**src/rtl/pokey_serout_pkg.sv**
```systemverilog
// Shared definitions for the POKEY serial transmitter: frame state encodings.
package pokey_serout_pkg;

  typedef enum logic [1:0] {
    ST_IDLE  = 2'd0,
    ST_START = 2'd1,
    ST_DATA  = 2'd2,
    ST_STOP  = 2'd3
  } txState_t;

endpackage

```
**src/rtl/pokey_tx_shifter.sv**
```systemverilog
// Transmit shift register: parallel load from the holding register, LSB-first shift-out.
module pokey_tx_shifter #(
  parameter int DATA_BITS = 8
) (
  input  logic                 clk,
  input  logic                 load,
  input  logic                 shift,
  input  logic [DATA_BITS-1:0] loadData,
  output logic                 lsb
);

  logic [DATA_BITS-1:0] shReg;

  always_ff @(posedge clk) begin
    if (load)
      shReg <= loadData;
    else if (shift)
      shReg <= {1'b0, shReg[DATA_BITS-1:1]};
  end

  assign lsb = shReg[0];

endmodule

```
**src/rtl/pokey_serout.sv**
```systemverilog
// POKEY SEROUT transmitter: holding register, frame FSM (start, data LSB-first, stop)
// advanced by bit_tick, with SEROR/SEROC style status and force-break gating.
module pokey_serout
  import pokey_serout_pkg::*;
#(
  parameter int DATA_BITS = 8,
  parameter int STOP_BITS = 1
) (
  input  logic                 clk,
  input  logic                 R,
  input  logic                 bit_tick,
  input  logic                 wr_en,
  input  logic [DATA_BITS-1:0] wr_data,
  input  logic                 break_en,
  output logic                 sout,
  output logic                 busy,
  output logic                 out_needed,
  output logic                 tx_done,
  output logic                 overrun
);

  localparam int CNT_W = $clog2(DATA_BITS + 1);
  localparam logic [CNT_W-1:0] CNT_ONE   = CNT_W'(1);
  localparam logic [CNT_W-1:0] DATA_LAST = CNT_W'(DATA_BITS);
  localparam logic [CNT_W-1:0] STOP_LAST = CNT_W'(STOP_BITS);

  txState_t             state;
  logic [DATA_BITS-1:0] holdReg;
  logic                 holdFull;
  logic                 line;
  logic [CNT_W-1:0]     cnt;
  logic                 frameEnd;
  logic                 transfer;
  logic                 shShift;
  logic                 shLsb;

  // A new frame may start from IDLE or straight out of the last stop bit.
  assign frameEnd = (state == ST_IDLE) || ((state == ST_STOP) && (cnt >= STOP_LAST));
  assign transfer = bit_tick && holdFull && frameEnd;
  assign shShift  = bit_tick && ((state == ST_START) ||
                                 ((state == ST_DATA) && (cnt < DATA_LAST)));

  pokey_tx_shifter #(.DATA_BITS(DATA_BITS)) shifter (
    .clk      (clk),
    .load     (transfer),
    .shift    (shShift),
    .loadData (holdReg),
    .lsb      (shLsb)
  );

  always_ff @(posedge clk) begin
    if (wr_en)
      holdReg <= wr_data;
  end

  always_ff @(posedge clk) begin
    if (R) begin
      state      <= ST_IDLE;
      holdFull   <= 1'b0;
      line       <= 1'b1;
      cnt        <= '0;
      out_needed <= 1'b0;
      overrun    <= 1'b0;
      busy       <= 1'b0;
      tx_done    <= 1'b1;
    end else begin
      out_needed <= transfer;
      overrun    <= wr_en && holdFull && !transfer;
      busy       <= (state != ST_IDLE);
      tx_done    <= (state == ST_IDLE) && !holdFull;

      // A write coinciding with a transfer refills the register the shifter just emptied.
      if (wr_en)
        holdFull <= 1'b1;
      else if (transfer)
        holdFull <= 1'b0;

      if (transfer) begin
        line  <= 1'b0;
        state <= ST_START;
      end else if (bit_tick) begin
        case (state)
          ST_IDLE:  line <= 1'b1;
          ST_START: begin
            line  <= shLsb;
            cnt   <= CNT_ONE;
            state <= ST_DATA;
          end
          ST_DATA: begin
            if (cnt < DATA_LAST) begin
              line <= shLsb;
              cnt  <= cnt + CNT_ONE;
            end else begin
              line  <= 1'b1;
              cnt   <= CNT_ONE;
              state <= ST_STOP;
            end
          end
          ST_STOP: begin
            if (cnt < STOP_LAST)
              cnt <= cnt + CNT_ONE;
            else
              state <= ST_IDLE;
          end
          default: state <= ST_IDLE;
        endcase
      end
    end
  end

  assign sout = line & ~break_en;

endmodule

```
**config.mk**
```make
export PLATFORM = sky130hd
export DESIGN_NAME = pokey_serout
export DESIGN_NICKNAME = d
export VERILOG_FILES = /design/src/rtl/pokey_serout_pkg.sv /design/src/rtl/pokey_tx_shifter.sv /design/src/rtl/pokey_serout.sv
export SDC_FILE = /design/constraint.sdc
export NUM_CORES = 1
export LEC_CHECK = 0
export CORE_MARGIN = 2
export CORE_UTILIZATION = 51
export CTS_CLUSTER_SIZE = 24
export DETAILED_ROUTE_END_ITERATION = 7
export PLACE_DENSITY = 0.77
export SLEW_MARGIN = 20
export SYNTH_ARGS = -nofsm -noshare
export SYNTH_HDL_FRONTEND = slang
export SYNTH_SLANG_ARGS = --single-unit
```
**constraint.sdc**
```tcl
create_clock -name clk -period 3.1 [get_ports clk]
set_input_delay 0.465 -clock clk [delete_from_list [all_inputs] [get_ports clk]]
set_output_delay 0.465 -clock clk [all_outputs]
set_load 0.05 [all_outputs]
```
Word-level counts from Yosys, hierarchy flattened
Index checks and enable logic that the tools add are counted.
Word-level totals
  register bits: 28
  input bits: 13
  output and inout port bits: 5
  logic and storage cells: 67
Cells by class
  $add $sub $neg: 1
  $lt $le $gt $ge: 3
  equal/unequal tests: 8
  mux-type cells: 16
  bitwise gates (word level): 3
  reduce and logical (&&, ||, !) cells: 25
Operators with widths (number)
  8-bit 2-to-1 mux: 2
  4-bit one-hot mux with 3 select lines: 1
  4-bit AND reduction: 3
  1-bit logical AND: 8
  4-bit 2-to-1 mux: 2
  2-bit nonzero test: 4
  4-bit nonzero test: 2
  1-bit 2-to-1 mux: 7
  3-bit != test, second input constant: 2
  2-bit one-hot mux with 3 select lines: 1
  4-bit by 1-bit adder with 4-bit output, second input constant: 1
  2-bit == test, second input constant: 2
  4-bit by 1-bit greater-or-equal comparator with 1-bit output, second input constant: 1
  4-bit by 1-bit less-than comparator with 1-bit output, second input constant: 1
  4-bit less-than comparator, second input constant: 1
  2-bit 2-to-1 mux: 2
  2-bit != test, second input constant: 2
  1-bit one-hot mux with 3 select lines: 1
  3-bit nonzero test: 1
  2-bit by 1-bit == test with 1-bit output, second input constant: 1
  1-bit zero test: 2
  2-bit zero test: 1
  1-bit logical OR: 2
  2-bit by 1-bit != test with 1-bit output, second input constant: 1
  4 further kinds: 5

Depth between registers and ports, before layout
Gate-level depths: netlist (run 1).
  word-level depth: 6
  depth in mapped cells: 7
  depth with buffers taken out: 6

Cells and area by module
From an unflattened synthesis (run 1), not the netlist that was laid out.
Second synthesis, totals
  cells, all modules: 114
  area, all modules: 1378.8 µm²
By module, submodules not included
  pokey_serout: times used 1, cells an instance 96, area each 1008.5 µm², sequential area each 480.5 µm²
  pokey_tx_shifter: times used 1, cells an instance 18, area each 370.4 µm², sequential area each 240.2 µm²

Worst setup path after synthesis (run 1)
No wires, ideal clock.
  path kind: register to register
  start point: register state[0]
  end point: register shifter.shReg[2] (data pin)
  library setup time: 0.260 ns
  arrival time: 1.537 ns
  data required time: 2.840 ns
  setup slack: 1.303 ns
  cell stages (with the launch flop): 7
  buffers on the path: 1
  cell sequence: dfxtp_1 inv_1 ha_1 o211ai_1 a21oi_1 buf_2 mux2_2
On the way
  cells in the longest elaborated chain, start to end: 5
  elaborated cells on any way between the ends: 6
  classes of those cells: 1 x eq/ne; 1 x mux; 4 x reduce/logical
RTL lines
  from (decl): line pokey_serout.sv:27  | txState_t state;
  from (signal assigned): line pokey_serout.sv:58  | state <= ST_IDLE;
  from (signal assigned): line pokey_serout.sv:80  | state <= ST_START;
  from (signal assigned): line pokey_serout.sv:87  | state <= ST_DATA;
  2-bit == test: line pokey_serout.sv:38  | assign frameEnd = (state == ST_IDLE) || ((state == ST_STOP) && (cnt >= STOP_LAST));
  1-bit logical AND: line pokey_serout.sv:38
  1-bit logical OR *: line pokey_serout.sv:38
  1-bit logical AND *: line pokey_serout.sv:39  | assign transfer = bit_tick && holdFull && frameEnd;
  8-bit 2-to-1 mux *: line pokey_tx_shifter.sv:15  | if (load)
  to (signal assigned): line pokey_tx_shifter.sv:16  | shReg <= loadData;
  to (signal assigned): line pokey_tx_shifter.sv:18  | shReg <= {1'b0, shReg[DATA_BITS-1:1]};
  to (decl): line pokey_tx_shifter.sv:12  | logic [DATA_BITS-1:0] shReg;
Mark *: on every way between the ends. The rest lies on a longest branch, timed or not.
A chain may end at the register's enable or synchronous reset.

Worst setup path after layout (run 1)
  start point: input break_en
  end point: output sout
On the way
  cells in the longest elaborated chain, start to end: 2
RTL lines
  from (decl): line pokey_serout.sv:14  | input logic break_en,
  1-bit NOT: line pokey_serout.sv:111  | assign sout = line & ~break_en;
  1-bit AND: line pokey_serout.sv:111
  to (decl): line pokey_serout.sv:15  | output logic sout,
Every way passes these cells.

==> impl_summary.log, run 1 <==
INFO  metric status = finished, final reports clean
INFO  metric ctsHoldBuffers = 0
INFO  metric total_iterations_of_the_first_detailed_routing_run = 4
INFO  metric final.fill_count = 197
INFO  metric clock_skew = 0.001233 ns
INFO  metric num-nets-final = 151
INFO  metric p_leak = 0.5661 nW
INFO  metric drive_above_1_share = 0.1250
INFO  metric initial_antenna_violation_count = 0
INFO  metric postSynthRegisterBits = 28
INFO  metric die_area = 3035 µm²
INFO  metric drv_slew = 0
INFO  metric postLayoutCellArea = 1580 µm²
INFO  metric critical-path-top-delay-family = buffers and inverters
INFO  metric post-route-min-period = 2.240 ns
INFO  metric placeableCoreArea = 2477 µm²
INFO  metric total_inserted_antenna_cells = 0
INFO  metric tritoncts.num_buffers = 3
INFO  metric routed_wirelength = 2441 µm
INFO  metric cts_root_buf = sky130_fd_sc_hd__clkbuf_4
INFO  metric globalRouteTotalUtil = 0.1824
INFO  metric netlist-cell-type-count = 35
INFO  metric final_min_period_over_clock_period = 0.7226
INFO  metric power_per_cell_area = 526.9 nW/µm²
INFO  metric synth_ff_type = sky130_fd_sc_hd__edfxtp_1
INFO  metric detailed_place_hpwl = 1667 µm
INFO  metric grt_pass1_wl = 3746 µm
INFO  metric ctsHtreeMaxLevel = 1
INFO  metric io_buffers = 17
INFO  metric slew_worst_pin = 0.5091 ns
INFO  metric slew_headroom = 0.6596
INFO  metric asyncSetResetFlopFracSynth = 0
INFO  metric drt_drc_violations_left = 0
INFO  metric post-layout-total-power = 0.8326 mW
INFO  metric route.antenna.remaining_nets = 0
INFO  metric dpl-instance-area = 1528 µm²
INFO  metric synth.cell_area = 1331 µm²
INFO  metric synth_enable_flop_cells = 16
INFO  metric initial_utilization = 0.5374
INFO  metric timing.critical_path.fanout_max = 1
INFO  metric first_iter_violations = 15
INFO  metric syn2layout_area_growth = 18.70%
INFO  metric pin_count_of_the_biggest_net_entering_global_routing = 17
INFO  metric r2r_slack = 1.07 ns
INFO  metric timing_worst_setup_path_type = in -> out
INFO  metric ir_drop = 461.7 µV
INFO  metric post_synth_inst_count = 110
INFO  metric synthesis.nets = 132
INFO  metric routedWlPerCell = 15.45 µm
INFO  metric tritoncts = built
INFO  metric die_h = 55.09 µm
INFO  metric cts_max_path_buffers = 2
INFO  metric cp-start-kind = input port
INFO  metric die_w = 55.09 µm
INFO  metric setup_tns = 0 ns
INFO  metric report.final.setup_viol = 0
INFO  metric worst_skew_pair.late_latency = 0.34 ns
INFO  metric ys.warnings.count = 0
INFO  metric timing.critical_path.slowest_cell_delay = 0.80 ns
INFO  metric ys_seq_area_frac = 0.5414
INFO  metric worst_path_most_repeated_cell = sky130_fd_sc_hd__clkdlybuf4s50_1
INFO  metric overflow = 0
INFO  metric max_cap_viol_count = 0
INFO  metric gp_congestion = 0.8210
INFO  metric timing.critical_path.slowest_stage_cell = sky130_fd_sc_hd__clkdlybuf4s50_1
INFO  metric cp_num_buf_inv = 2
INFO  metric clock_sink_count = 28
INFO  metric vias = 912
INFO  metric cp-end-kind = primary output
INFO  metric grt_setup_unrepaired = no
INFO  metric path_clk_slew = 0.15 ns
INFO  metric critPathArrivalTime = 1.78 ns
INFO  metric cts_repair_resize_count = 0
INFO  metric min_path_type = reg -> reg
INFO  metric critical_path.cell_chain = clkdlybuf4s50_1 -> nor2b_1 -> clkdlybuf4s50_1
INFO  metric standard_cell_rows = 18
INFO  metric final-hold-violation-count = 0
INFO  metric achievable-frequency = 446.4 MHz
INFO  metric floorplan.io_pins = 18
INFO  metric postCtsSetupRepairBufs = 0
INFO  metric via_count_of_the_first_global_routing_pass = 823
INFO  metric cp_data_required_time = 2.63 ns
INFO  metric post_synth.cell_area_avg = 12.10 µm²
INFO  metric detail_routed_via_count_per_cell = 5.772
[final timing paths]
| kind | startpoint | to | cells past startpoint |
|---|---|---|---|
| setup / recovery | break_en | sout | 3 |
| hold / removal | line | line | 1 |
| setup reg to reg | state[1] | shifter.shReg[2] | 5 |
| hold reg to reg | line | line | 1 |
[stage by stage]
step / utilization / hold slack [ns] / instances / setup slack [ns]
2_1_floorplan: - / 0.4591 / 110 / 1.303
3_3_place_gp: 0.6167 / 0.4763 / 154 / 0.8636
3_5_place_dp: 0.6167 / 0.4807 / 154 / 0.8455
4_1_cts: 0.6379 / 0.5150 / 158 / 0.8490
5_1_grt: 0.6379 / 0.5307 / 158 / 0.7865
6_report: 0.6379 / 0.5119 / 158 / 0.8598
[kinds of logic after synthesis]
logic type,synth area share
buffers and inverters,0.03383
DFF,0.5414
adders and majority gates,0.08459
and+or+nand+nor,0.09210
muxes,0.05921
AOI/OAI and AO/OA,0.1889
[cell usage after synthesis, types with 2 or more instances]
master	count	area share
sky130_fd_sc_hd__nand2b_1	3	0.014
sky130_fd_sc_hd__o31ai_1	2	0.011
sky130_fd_sc_hd__and2_1	2	0.0094
sky130_fd_sc_hd__dfxtp_1	12	0.18
sky130_fd_sc_hd__nor2_1	4	0.011
sky130_fd_sc_hd__nor2b_1	4	0.019
sky130_fd_sc_hd__nor3_1	2	0.0075
sky130_fd_sc_hd__o21ai_0	4	0.015
sky130_fd_sc_hd__inv_1	7	0.020
sky130_fd_sc_hd__a21o_1	3	0.017
sky130_fd_sc_hd__a21oi_1	10	0.038
sky130_fd_sc_hd__ha_1	9	0.085
sky130_fd_sc_hd__buf_2	2	0.0075
sky130_fd_sc_hd__edfxtp_1	16	0.36
sky130_fd_sc_hd__mux2_2	7	0.059
sky130_fd_sc_hd__a311oi_1	2	0.013
sky130_fd_sc_hd__o2111ai_1	3	0.020
[cells in the final DEF (no fill, tap or decap), types with 3 or more instances in the layout]
master / Yosys / final
sky130_fd_sc_hd__clkdlybuf4s50_1: 0 / 17
sky130_fd_sc_hd__edfxtp_1: 16 / 16
sky130_fd_sc_hd__dfxtp_1: 12 / 12
sky130_fd_sc_hd__a21oi_1: 10 / 10
sky130_fd_sc_hd__ha_1: 9 / 9
sky130_fd_sc_hd__inv_1: 7 / 7
sky130_fd_sc_hd__mux2_2: 7 / 7
sky130_fd_sc_hd__nor2_1: 4 / 4
sky130_fd_sc_hd__nor2b_1: 4 / 4
sky130_fd_sc_hd__o21ai_0: 4 / 4
sky130_fd_sc_hd__a21o_1: 3 / 3
sky130_fd_sc_hd__nand2b_1: 3 / 3
sky130_fd_sc_hd__o2111ai_1: 3 / 3
sky130_fd_sc_hd__clkbuf_4: 0 / 3
[routing by layer]
metal | GRT usage | wire length (µm) | vias up
met1 | 0.2329 | 1083 | 436
met2 | 0.2877 | 1190 | 24
met3 | 0.05108 | 115 | 7
met5 | 0 | 0 | -
li1 | - | - | 445
met4 | 0.08130 | 51 | 0
[area by class of cell]
| cell class | count | area (µm²) | share of cell area |
|---|---|---|---|
| multi-input combinational | 71 | 565.5 | 0.3579 |
| inverter | 7 | 26.28 | 0.01663 |
| sequential | 28 | 720.7 | 0.4561 |
| clock inverter | 1 | 30.03 | 0.01900 |
| tap | 30 | 37.54 | 0.02375 |
| clock buffer | 3 | 22.52 | 0.01425 |
| timing repair buffer | 18 | 177.7 | 0.1124 |
[flip-flops by register name (all words and copies together) (netlist names)]
register / cells
busy: 1
line: 1
overrun: 1
tx_done: 1
cnt: 4
holdFull: 1
out_needed: 1
shifter.shReg: 8
holdReg: 8
state: 2
[report_power, final]
group / internal, mW / switching, mW
registers: 0.427 / 0.0139
logic: 0.0665 / 0.0814
clock network: 0.131 / 0.112
total: 0.625 / 0.208
Note: power is estimated with default switching activity, not from simulation.
==> run 2, diff against run 1 <==
Settings changed: CORE_UTILIZATION 51 to 48, PLACE_DENSITY 0.77 to 0.76.
Clock period 3.1 ns to 1.9 ns, I/O delays scaled along.
==> impl_summary.log, run 2 (synthesized netlist as in run 1, its figures left out) <==
INFO  metric min_path_type = in -> reg
INFO  metric layout_common_cells = sky130_fd_sc_hd__edfxtp_1, sky130_fd_sc_hd__clkdlybuf4s50_1, sky130_fd_sc_hd__dfxtp_1
INFO  metric slew_headroom = 0.6690
INFO  metric status = finished, final reports clean
INFO  metric achievable-frequency = 558.6 MHz
INFO  metric fin_hold_ws = 0.4959 ns
INFO  metric timing.critical_path.fanout_max = 12
INFO  metric cp-start-kind = flip-flop
INFO  metric p_leak = 0.5972 nW
INFO  metric detailed_place_hpwl = 1875 µm
INFO  metric first_iter_violations = 20
INFO  metric final.fill_count = 228
INFO  metric routed_wirelength = 2565 µm
INFO  metric gp_congestion = 0.8656
INFO  metric power_per_cell_area = 842.2 nW/µm²
INFO  metric floorplan.io_pins = 18
INFO  metric cp-end-kind = flip-flop
INFO  metric clock_skew = 0.002764 ns
INFO  metric cp_data_required_time = 2.00 ns
INFO  metric overflow = 0
INFO  metric reg_top3 = holdReg (8), shifter.shReg (8), cnt (4)
INFO  metric path_clk_slew = 0.15 ns
INFO  metric via_count_of_the_first_global_routing_pass = 907
INFO  metric die_h = 56.67 µm
INFO  metric worst_skew_pair.late_latency = 0.33 ns
INFO  metric cp_num_buf_inv = 2
INFO  metric final_min_period_over_clock_period = 0.9422
INFO  metric drive_above_1_share = 0.1742
INFO  metric tritoncts.num_buffers = 3
INFO  metric total_iterations_of_the_first_detailed_routing_run = 4
INFO  metric post-route-min-period = 1.790 ns
INFO  metric drt_drc_violations_left = 0
INFO  metric grt_setup_unrepaired = no
INFO  metric pin_count_of_the_biggest_net_entering_global_routing = 17
INFO  metric die_w = 56.67 µm
INFO  metric cts_root_buf = sky130_fd_sc_hd__clkbuf_4
INFO  metric clock_sink_count = 28
INFO  metric route.antenna.remaining_nets = 0
INFO  metric ir_drop = 587.4 µV
INFO  metric tritoncts = built
INFO  metric die_area = 3211 µm²
INFO  metric cts_max_path_buffers = 2
INFO  metric globalRouteTotalUtil = 0.1669
INFO  metric setup_tns = 0 ns
INFO  metric timing_worst_setup_path_type = reg -> reg
INFO  metric syn2layout_area_growth = 23.31%
INFO  metric standard_cell_rows = 19
INFO  metric drv_slew = 0
INFO  metric critPathArrivalTime = 1.89 ns
INFO  metric vias = 935
INFO  metric ctsHoldBuffers = 0
INFO  metric detail_routed_via_count_per_cell = 5.736
INFO  metric post-layout-total-power = 1.383 mW
INFO  metric timing.critical_path.slowest_stage_cell = sky130_fd_sc_hd__dfxtp_1
INFO  metric routedWlPerCell = 15.74 µm
INFO  metric max_cap_viol_count = 0
INFO  metric multiInputGateArea = 573.1 µm²
INFO  metric placeableCoreArea = 2686 µm²
INFO  metric final-hold-violation-count = 0
INFO  metric register_area = 720.7 µm²
INFO  metric dpl-instance-area = 1582 µm²
INFO  metric slew_worst_pin = 0.4950 ns
INFO  metric postLayoutCellArea = 1642 µm²
INFO  metric io_buffers = 17
INFO  metric grt_pass1_wl = 4140 µm
INFO  metric ctsHtreeMaxLevel = 1
INFO  metric critical-path-top-delay-family = flip-flops
INFO  metric critical_path.cell_chain = inv_1 -> ha_1 -> nor3b_2 -> a21oi_1 -> buf_4 -> mux2_2
INFO  metric initial_antenna_violation_count = 0
INFO  metric initial_utilization = 0.4956
INFO  metric timing.critical_path.slowest_cell_delay = 0.42 ns
INFO  metric total_inserted_antenna_cells = 0
INFO  metric report.final.setup_viol = 0
INFO  metric num-nets-final = 155
-- run 2: through the flow --
step	utilization	worst slack, ns	cells
6_report	0.6111	0.1099	163
5_1_grt	0.6111	0.01641	163
3_3_place_gp	0.5887	0.08809	159
2_1_floorplan	-	0.1030	110
3_5_place_dp	0.5887	0.07743	159
4_1_cts	0.6083	0.04784	163
-- run 2: routing by layer --
| metal | share of wire | GRT usage | up-vias |
|---|---|---|---|
| met2 | 0.51 | 0.2807 | 21 |
| met1 | 0.44 | 0.2142 | 454 |
| li1 | - | - | 456 |
| met3 | 0.035 | 0.03226 | 4 |
| met4 | 0.014 | 0.05782 | 0 |
| met5 | 0 | 0 | - |
-- run 2: path summary, 6_finish.rpt --
| kind | startpoint | end | slack, ns | cells past startpoint |
|---|---|---|---|---|
| max reg2reg | cnt[0] | shifter.shReg[3] | 0.11 | 6 |
| max | cnt[0] | shifter.shReg[3] | 0.11 | 6 |
| min reg2reg | holdReg[7] | shifter.shReg[7] | 0.54 | 1 |
| min | wr_data[6] | holdReg[6] | 0.50 | 1 |
-- run 2: repair_timing --
item | 4_1_cts | 5_1_grt
buffers inserted | 0 | 0
gates resized for setup | 0 | 2
endpoints found under the setup margin | 0 | 15
-- run 2: area by class of cell --
type                       instances  area share
sequential                        28      0.4390
multi-input combinational         71      0.3491
timing repair buffer              22      0.1402
tap                               31     0.02363
clock inverter                     1     0.01829
inverter                           7     0.01601
clock buffer                       3     0.01372
-- run 2: power breakdown --
part / internal, mW / switching [mW] / leakage (nW)
combinational: 0.130 / 0.140 / 0.319
clock: 0.213 / 0.178 / 0.0279
sequential: 0.697 / 0.0237 / 0.251
total: 1.04 / 0.342 / 0.597
==> run 3, diff against run 2 <==
Settings changed: CORE_UTILIZATION 48 to 35, PLACE_DENSITY 0.76 to 0.59.
==> impl_summary.log, run 3 (synthesized netlist as in run 1, its figures left out) <==
INFO  metric cts_root_buf = sky130_fd_sc_hd__clkbuf_8
INFO  metric syn2layout_area_growth = 27.26%
INFO  metric rr_worst_depth = 6
INFO  metric worst_skew_pair.late_latency = 0.27 ns
INFO  metric power.share.sequential = 0.494
INFO  metric standard_cell_rows = 22
INFO  metric setup_tns = 0 ns
INFO  metric path_clk_slew = 0.10 ns
INFO  metric first_iter_violations = 47
INFO  metric routed_wirelength = 2471 µm
INFO  metric vias = 930
INFO  metric globalRouteTotalUtil = 0.1232
INFO  metric post-layout-total-power = 1.455 mW
INFO  metric drt_drc_violations_left = 0
INFO  metric ir_drop = 414.0 µV
INFO  metric clock_skew = 0.007497 ns
INFO  metric floorplan.io_pins = 18
INFO  metric total_inserted_antenna_cells = 0
INFO  metric postLayoutCoreUtil = 0.4627
INFO  metric grt_pass1_wl = 4077 µm
INFO  metric status = finished, final reports clean
INFO  metric initial_antenna_violation_count = 0
INFO  metric grt_setup_unrepaired = no
INFO  metric slew_worst_pin = 0.5069 ns
INFO  metric via_count_of_the_first_global_routing_pass = 924
INFO  metric die_area = 4313 µm²
INFO  metric timing_worst_setup_path_type = reg -> reg
INFO  metric drive_above_1_share = 0.1791
INFO  metric total_iterations_of_the_first_detailed_routing_run = 4
INFO  metric tritoncts = built
INFO  metric p_leak = 0.6158 nW
INFO  metric layout_common_cells = sky130_fd_sc_hd__edfxtp_1, sky130_fd_sc_hd__clkdlybuf4s50_1, sky130_fd_sc_hd__dfxtp_1
INFO  metric max_cap_viol_count = 0
INFO  metric met2_track_utilization_from_global_routing = 0.1957
INFO  metric grt.busiest_layer = met2
INFO  metric timing.critical_path.fanout_max = 12
INFO  metric num-nets-final = 157
INFO  metric critical_path.cell_chain = inv_1 -> ha_1 -> o211ai_1 -> a21oi_1 -> buf_4 -> mux2_2
INFO  metric place_inst = 178
INFO  metric detail_routed_via_count_per_cell = 5.110
INFO  metric groute.layer.met3.usage = 0.03425
INFO  metric postCtsSetupRepairBufs = 0
INFO  metric whs_path_depth = 1
INFO  metric route.antenna.remaining_nets = 0
INFO  metric pin_count_of_the_biggest_net_entering_global_routing = 17
INFO  metric post-route-min-period = 1.805 ns
INFO  metric timing.critical_path.slowest_stage_cell = sky130_fd_sc_hd__mux2_2
INFO  metric power.clock.fraction = 0.319
INFO  metric die_h = 65.68 µm
INFO  metric cp-end-kind = flip-flop
INFO  metric p_int = 1.112 mW
INFO  metric drv_slew = 0
INFO  metric tritoncts.num_buffers = 3
INFO  metric cp_data_required_time = 1.93 ns
INFO  metric number_of_standard_cells_in_the_final_layout_excluding_fillers = 182
INFO  metric clock_sink_count = 28
INFO  metric achievable-frequency = 554.0 MHz
INFO  metric ctsHtreeMaxLevel = 1
INFO  metric placeableCoreArea = 3661 µm²
INFO  metric reg_top3 = holdReg (8), shifter.shReg (8), cnt (4)
INFO  metric final_min_period_over_clock_period = 0.9501
INFO  metric critPathArrivalTime = 1.83 ns
INFO  metric overflow = 0
INFO  metric combinational_power_share = 0.187
INFO  metric timing.critical_path.slowest_cell_delay = 0.35 ns
INFO  metric report.final.setup_viol = 0
INFO  metric initial_utilization = 0.3636
INFO  metric p_switching = 0.3427 mW
INFO  metric die_w = 65.68 µm
INFO  metric detailed_place_hpwl = 1783 µm
INFO  metric use_met1 = 0.1578
INFO  metric gp_congestion = 0.9285
INFO  metric slew_headroom = 0.6610
INFO  metric power_per_cell_area = 858.8 nW/µm²
INFO  metric cts_max_path_buffers = 2
INFO  metric min_path_type = reg -> reg
INFO  metric routedWlPerCell = 13.58 µm
INFO  metric io_buffers = 17
INFO  metric final-hold-violation-count = 0
INFO  metric netSwitchingFraction = 0.2355
INFO  metric cp-start-kind = flip-flop
run 3: cell types whose count changed in the layout (fill, tap and decap cells not counted):
cell	delta
sky130_fd_sc_hd__clkbuf_4	-3
sky130_fd_sc_hd__buf_4	+2
sky130_fd_sc_hd__ha_2	-1
sky130_fd_sc_hd__ha_1	+1
sky130_fd_sc_hd__clkbuf_8	+3
run 3: area by class of cell:
class	instances	area, µm²
clock buffers	3	41.29
clock inverters	1	30.03
fillers	339	1967
inverters	7	26.28
multi-input cells	71	570.5
flip-flops and latches	28	720.7
well taps	48	60.06
repair buffers	24	245.2
run 3: routing by layer:
| metal | up-vias | part of all wire |
|---|---|---|
| li1 | 461 | - |
| met4 | 0 | 0.013 |
| met2 | 26 | 0.43 |
| met1 | 439 | 0.49 |
| met5 | - | 0 |
| met3 | 4 | 0.063 |
run 3: power by group through the flow:
stage / registers [mW] / logic (mW) / clock network [mW]
after CTS: 0.719 / 0.272 / 0.478
after floorplan: 0.747 / 0.144 / 0
after detailed placement: 0.733 / 0.270 / 0
after global routing: 0.725 / 0.294 / 0.503
final: 0.719 / 0.272 / 0.465
after global placement: 0.732 / 0.267 / 0
run 3: what timing repair did:
action                                  CTS  global route
hold buffers                              0             0
gates resized for setup                   0             1
endpoints found under the setup margin    0            13
run 3: final timing paths:
check / start / endpoint / slack [ns]
max: state[0] / shifter.shReg[2] / 0.09
min: line / line / 0.49
max reg2reg: state[0] / shifter.shReg[2] / 0.09
min reg2reg: line / line / 0.49
run 3: per-stage QoR:
step / area, µm² / setup WS [ns] / hold slack [ns]
global placement: 1618 / 0.09224 / 0.4797
detailed placement: 1618 / 0.09103 / 0.4751
CTS: 1689 / 0.08325 / 0.4983
floorplan: 1331 / 0.1030 / 0.3566
finish: 1694 / 0.09487 / 0.4933
global route: 1694 / 0.01917 / 0.5460
run 3: critical path: cells and delay by family, from the launching register on:
kind	cells	cell delay, ns
DFF	1	0.34
adders and majority gates	1	0.26
muxes	1	0.35
AOI/OAI and AO/OA	2	0.27
buffers and inverters	2	0.33
